==> src/rtl/wb_stage.sv <==
// PIGRO write-back stage: selects ALU/load result, drives the register-file
// write port and forwarding bus, clears all registers after reset.
module wb_stage #(
  parameter bit CLEAR_ON_RESET = 1'b1,
  parameter int CNT_W          = 16
) (
  input  logic             clk,
  input  logic             rst,
  input  logic             in_valid,
  output logic             in_ready,
  input  logic [4:0]       pc,
  input  logic [4:0]       opcode,
  input  logic [31:0]      aluout,
  input  logic [31:0]      LMD,
  input  logic [3:0]       dest_addr,
  output logic             rf_we,
  output logic [3:0]       rf_waddr,
  output logic [31:0]      rf_wdata,
  output logic             fwd_valid,
  output logic [3:0]       fwd_addr,
  output logic [31:0]      fwd_data,
  output logic [4:0]       retired_pc,
  output logic [CNT_W-1:0] retire_count,
  output logic             illegal_op,
  output logic             init_done
);

  // PIGRO opcode map: NOP, ALU ops 1..ARSH, then load and store
  localparam logic [4:0] OP_NOP  = 5'd0;
  localparam logic [4:0] OP_ARSH = 5'd10;
  localparam logic [4:0] OP_LDW  = 5'd11;
  localparam logic [4:0] OP_STR  = 5'd12;

  typedef enum logic {INIT, RUN} state_t;

  state_t           state_q;
  logic [3:0]       cnt_q;
  logic             rf_we_q;
  logic [3:0]       rf_waddr_q;
  logic [31:0]      rf_wdata_q;
  logic [4:0]       retired_pc_q;
  logic [CNT_W-1:0] retire_count_q;
  logic             illegal_op_q;

  logic is_nop;
  logic is_alu;
  logic is_ldw;
  logic is_str;

  assign is_nop = (opcode == OP_NOP);
  assign is_alu = (opcode > OP_NOP) && (opcode <= OP_ARSH);
  assign is_ldw = (opcode == OP_LDW);
  assign is_str = (opcode == OP_STR);

  always_ff @(posedge clk or negedge rst) begin
    if (!rst) begin
      state_q        <= CLEAR_ON_RESET ? INIT : RUN;
      cnt_q          <= '0;
      rf_we_q        <= 1'b0;
      rf_waddr_q     <= '0;
      rf_wdata_q     <= '0;
      retired_pc_q   <= '0;
      retire_count_q <= '0;
      illegal_op_q   <= 1'b0;
    end else begin
      case (state_q)
        INIT: begin
          rf_we_q    <= 1'b1;
          rf_waddr_q <= cnt_q;
          rf_wdata_q <= '0;
          cnt_q      <= cnt_q + 4'd1;
          if (cnt_q == 4'd15) state_q <= RUN;
        end
        default: begin
          rf_we_q <= 1'b0;
          if (in_valid) begin
            retired_pc_q   <= pc;
            retire_count_q <= retire_count_q + CNT_W'(1);
            unique case (1'b1)
              is_alu: begin
                rf_we_q    <= 1'b1;
                rf_waddr_q <= dest_addr;
                rf_wdata_q <= aluout;
              end
              is_ldw: begin
                rf_we_q    <= 1'b1;
                rf_waddr_q <= dest_addr;
                rf_wdata_q <= LMD;
              end
              is_nop: ;
              is_str: ;
              default: illegal_op_q <= 1'b1;
            endcase
          end
        end
      endcase
    end
  end

  assign in_ready     = (state_q == RUN);
  assign init_done    = (state_q == RUN);
  assign rf_we        = rf_we_q;
  assign rf_waddr     = rf_waddr_q;
  assign rf_wdata     = rf_wdata_q;
  assign fwd_valid    = rf_we_q & init_done;
  assign fwd_addr     = rf_waddr_q;
  assign fwd_data     = rf_wdata_q;
  assign retired_pc   = retired_pc_q;
  assign retire_count = retire_count_q;
  assign illegal_op   = illegal_op_q;

endmodule
==> config.mk <==
export PLATFORM = sky130hd
export DESIGN_NAME = wb_stage
export DESIGN_NICKNAME = d
export VERILOG_FILES = /design/src/rtl/wb_stage.sv
export SDC_FILE = /design/constraint.sdc
export NUM_CORES = 1
export LEC_CHECK = 0
export ABC_AREA = 1
export CAP_MARGIN = 10
export CORE_ASPECT_RATIO = 0.7
export CORE_MARGIN = 8
export CORE_UTILIZATION = 44
export DETAILED_ROUTE_END_ITERATION = 12
export PLACE_DENSITY = 0.86
export SLEW_MARGIN = 20
export SYNTH_ARGS = -nofsm -noshare
export SYNTH_HDL_FRONTEND = slang
export SYNTH_SLANG_ARGS = --single-unit
export TNS_END_PERCENT = 30
==> constraint.sdc <==
create_clock -name clk -period 4.4 [get_ports clk]
set_clock_uncertainty 0.2 [all_clocks]
set_input_delay 0.44 -clock clk [delete_from_list [all_inputs] [get_ports clk]]
set_output_delay 0.44 -clock clk [all_outputs]
set_load 0.02 [all_outputs]
# Yosys cells after proc, flatten, opt, wreduce, memory -nomap -nowiden

Index checks and enable logic that the tools add are counted.

Bits of input ports: 81
Output and inout port bits: 98
Bits in registers: 64

Eq/ne operators: 6
Order comparisons: 2
Bitwise operators: 2
$add $sub $neg: 2
Muxes and demuxes: 11
Reductions and logical operators: 8

Operator list:

| operator                                                                          | count |
|---|---|
| 32-bit 2-to-1 mux                                                                 | 2 |
| 32-bit case mux with 2 select lines                                               | 1 |
| 16-bit by 1-bit adder with 16-bit output (second input constant)                  | 1 |
| 4-bit 2-to-1 mux                                                                  | 3 |
| 5-bit by 4-bit == test with 1-bit output (second input constant)                  | 2 |
| 2-bit AND reduction                                                               | 3 |
| 5-bit by 1-bit > comparator with 1-bit output (second input constant)             | 1 |
| 5-bit by 4-bit less-or-equal comparator with 1-bit output (second input constant) | 1 |
| 5-bit zero test                                                                   | 1 |
| 1-bit 2-to-1 mux                                                                  | 5 |
| 4-bit by 1-bit adder with 4-bit output (second input constant)                    | 1 |
| 4-bit == test (second input constant)                                             | 1 |
| 2-bit inequality test (second input constant)                                     | 2 |
| 4-bit OR reduction                                                                | 1 |
| 3-bit by 1-bit inequality test with 1-bit output (second input constant)          | 1 |
| 3-bit AND reduction                                                               | 1 |
| 2-bit OR reduction                                                                | 1 |
| 1-bit bitwise AND                                                                 | 1 |
| 1-bit logical AND                                                                 | 1 |
| 1-bit inverter                                                                    | 1 |

# Logic depth before layout (Yosys ltp)

Depth after elaboration: 6
Depth in mapped cells: 10

# Least setup slack after synthesis

No wires, ideal clock.

Kind: register to output
From: register state_q, in the netlist in_ready
To: output port fwd_valid
Cell stages (with the launch flop): 5
Arrival time: 1.144 ns
Setup slack: 2.616 ns
Cell sequence: dfrtp_1 > buf_4 > clkbuf_1 > nand2_1 > inv_1

Longest elaborated chain between the ends: 1

Ends and longest elaborated chain:

| element                | line | source |
|---|---|---|
| start, declared        | 36   | `state_t state_q;` |
| start signal, assigned | 57   | `state_q <= CLEAR_ON_RESET ? INIT : RUN;` |
| 1-bit bitwise AND      | 105  | `assign fwd_valid = rf_we_q & init_done;` |
| end, declared          | 19   | `output logic fwd_valid,` |

Every way passes these cells.

# Worst setup path after layout

From: input port opcode[1]
To: register rf_wdata_q[14], in the netlist fwd_data[14]

Longest elaborated chain between the ends: 5
Elaborated cells between the ends (all ways): 9
Those cells by class: 2 x order compare; 2 x eq/ne; 3 x mux; 2 x reduce/logical

Ends and longest elaborated chain:

| element                                                                                                                    | line | source |
|---|---|---|
| start, declared                                                                                                            | 12   | `input logic [4:0] opcode,` |
| 5-bit by 1-bit > comparator with 1-bit output or 5-bit by 4-bit less-or-equal comparator with 1-bit output (tied branches) | 51   | `assign is_alu = (opcode > OP_NOP) && (opcode <= OP_ARSH);` |
| 1-bit logical AND                                                                                                          | 51   |  |
| 32-bit case mux with 2 select lines                                                                                        | 79   | `unique case (1'b1)` |
| 32-bit 2-to-1 mux                                                                                                          | 76   | `if (in_valid) begin` |
| 32-bit 2-to-1 mux                                                                                                          | 66   | `case (state_q)` |
| end signal, assigned                                                                                                       | 83   | `rf_wdata_q <= aluout;` |
| end, declared                                                                                                              | 40   | `logic [31:0] rf_wdata_q;` |

Several ways; a longest one is shown, not always the timed one. The select of a mux whose other input is x is not followed.
A chain may end at the register's enable or synchronous reset.

==> results_dict.tcl <==
set metrics [dict create \
    status "finished, final reports clean" \
    drt_first_pass_iters 4 \
    hold_buffers 0 \
    cts_buffers 9 \
    detail_route.wl_per_cell_um 17.1 \
    netlist_instances 480 \
    post_synth.cell_area_avg_sq_um 7.66 \
    drive_gt1_frac 0.0442 \
    drc 0 \
    r2r_start "in_ready" \
    slew_viol_final 0 \
    syn_area_sq_um 3670 \
    critical-path-max-stage-delay_ns 0.78 \
    area_growth_pct 48.6 \
    ys_types 25 \
    critPathCaptureType "register" \
    track_usage 0.208 \
    postCtsSetupRepairBufs 0 \
    setup_viol_count_final 0 \
    post-route-period-util 0.708 \
    crit_start "opcode[1]" \
    slowest_stage "clkinv_1" \
    vias 3690 \
    yosys_register_bits 64 \
    start_kind "input port" \
    clkTransAtPathRegs_ns 0.05 \
    die_area_sq_um 11600 \
    cp_max_fo 37 \
    clk_latency_ns 0.32 \
    first_iter_violations 252 \
    cts_tree "yes" \
    htreeDepth 3 \
    place_congestion 0.873 \
    cp_common_cell "nand2_1" \
    fmax_ghz 0.321 \
    utilization 0.660 \
    start_util 0.444 \
    cts_resized 0 \
    via_per_inst 5.15 \
    diodes 0 \
    regToRegSetupSlack_ns 1.92 \
    grt_pass1_vias 3753 \
    p_leak_nw 2.61 \
    antenna_left 0 \
    dpl.cell_count 701 \
    antenna_found_initial 0 \
    grt_max_degree 65 \
    finalSetupTns_ns 0 \
    wl_met2_um 6190 \
    seq_area_sq_um 1600 \
    rows 28 \
    top_layer_used "met4" \
    dp_hpwl_um 9030 \
    final.min_clock_period_ns 3.11 \
    wl_met1_um 5090 \
    numPortBuffers 178 \
    worst_pin_slew_ns 1.02 \
    yosysWarnings 0 \
    crit_chain "clkdlybuf4s50_1, nand2_1, clkinv_1, nand3_2, buf_4, nand3_2, nand2_8, nand2_1, nand2_1" \
    rsz0062_at_grt "no" \
    synth_top_area_cell "dfrtp_1" \
    coreArea_sq_um 8270 \
    crit_arrival_ns 3.16 \
    grt-ovfl-total 0 \
    synth.area.top_cells "dfrtp_1 (44%), nand2_1 (21%), nand4_1 (11%)" \
    final_cells 716 \
    ys_seq_area_frac 0.436 \
    relSlewSlack 0.319 \
    powerDensity_nw_per_um2 409 \
    clock_sinks 64 \
    synth_top_area_share 0.436 \
    routed_wl_um 12200 \
    hold_viol 0 \
    cts_buffer_depth 2 \
    crit_required_ns 4.45 \
    whs_ns 0.0755 \
    synth_fp_nets 563 \
    nets 690 \
    cap_violations 0 \
    dieHeight_um 92.5 \
    io_pins 179 \
    multi_input_area_sq_um 1560 \
    grt_first_pass_wirelength_um 19600 \
    hold_class "input port to asynchronous set/reset pin" \
    criticalPathCategory "input port to register" \
    nFillCells 732 \
    root_buffer "clkbuf_16" \
    dieWidth_um 125 \
    peakVddDrop_v 0.000250 \
    route.met3.wl_um 761 \
]
[critical path: cells and delay by family]
kind / cells / cell delay [ns]
AND/OR/NAND/NOR: 6 / 1.10
buffers and inverters: 3 / 1.59
[routing by layer]
metal | track usage | up-vias
li1 | - | 1772
met1 | 0.240 | 1774
met2 | 0.374 | 132
met3 | 0.0625 | 12
met4 | 0.0494 | 0
met5 | 0 | -
[final cells by class]
type                    count  area share
clock inverters             3     0.00321
repair buffers            183       0.332
inverters                  20      0.0138
multi-input cells         329       0.286
flip-flops and latches     64       0.293
well taps                 105      0.0241
clock buffers              12      0.0470
[logic make-up (layout without fill, tap and decap cells)]
logic type / count (synthesis) / in the layout / synth area share
and+or+nand+nor: 305 / 305 / 0.371
buffers and inverters: 87 / 218 / 0.139
DFF: 64 / 64 / 0.436
xor gates and xnor gates: 16 / 16 / 0.0381
AOI/OAI and AO/OA: 6 / 6 / 0.00885
adders and majority gates: 2 / 2 / 0.00681
[cells in the mapped netlist (all sizes together)]
cell and number:
nand4 64, clkinv 1, inv 19, buf 54, o21ai 2, nand3 14
o21bai 1, clkbuf 13, xor2 10, dfrtp 64, nand2 205, a21oi 3
xnor2 6, or2 1, ha 2, nor2 20, nand3b 1
[through the flow]
stage / total power [W] / worst slack, ns / cell area [sq um]
3_3_place_gp: 0.00158 / 1.10 / 5180
5_1_grt: 0.00233 / 1.05 / 5460
6_report: 0.00224 / 1.29 / 5460
2_1_floorplan: 0.00122 / 2.62 / 3670
4_1_cts: 0.00225 / 1.33 / 5460
3_5_place_dp: 0.00160 / 1.01 / 5180
[cells in the final DEF (no fill, tap or decap)]
cell             count
ha_1                 2
nand3_1             12
nor2_4               1
clkbuf_1             1
inv_1               18
xor2_1              10
o21ai_0              2
nand3_2              2
buf_4                5
nor2_1              19
clkdlybuf4s50_1    177
clkbuf_16            9
buf_2                1
xnor2_1              6
clkinvlp_4           1
nand2_2              1
nand2_8              1
or2_2                1
nand3b_1             1
dfrtp_1             64
clkinv_1             1
a21oi_1              3
inv_2                1
o21bai_1             1
clkinv_2             2
nand2_1            203
clkbuf_8             2
nand4_1             64
[sequential cells by signal, summed over array words and instances, names as in the netlist]
signal,count
illegal_op,1
retire_count,16
retired_pc,5
in_ready,1
rf_we,1
fwd_addr,4
cnt_q,4
fwd_data,32
[path summary, 6_finish.rpt]
kind | to | cells after the start
max | fwd_data[14] | 9
min | retire_count[14] | 2
max reg2reg | retire_count[14] | 7
min reg2reg | retired_pc[2] | 2
max in group asynchronous | illegal_op | 2
min in group clk | retired_pc[2] | 2
[power breakdown]
group	internal [W]	switching (W)	leakage (nW)	total, W
combinational	0.000389	0.000418	1.67	0.000807
sequential	0.000683	0.000101	0.803	0.000784
clock	0.000406	0.000238	0.134	0.000645
Power figures use the tool's default switching activity.
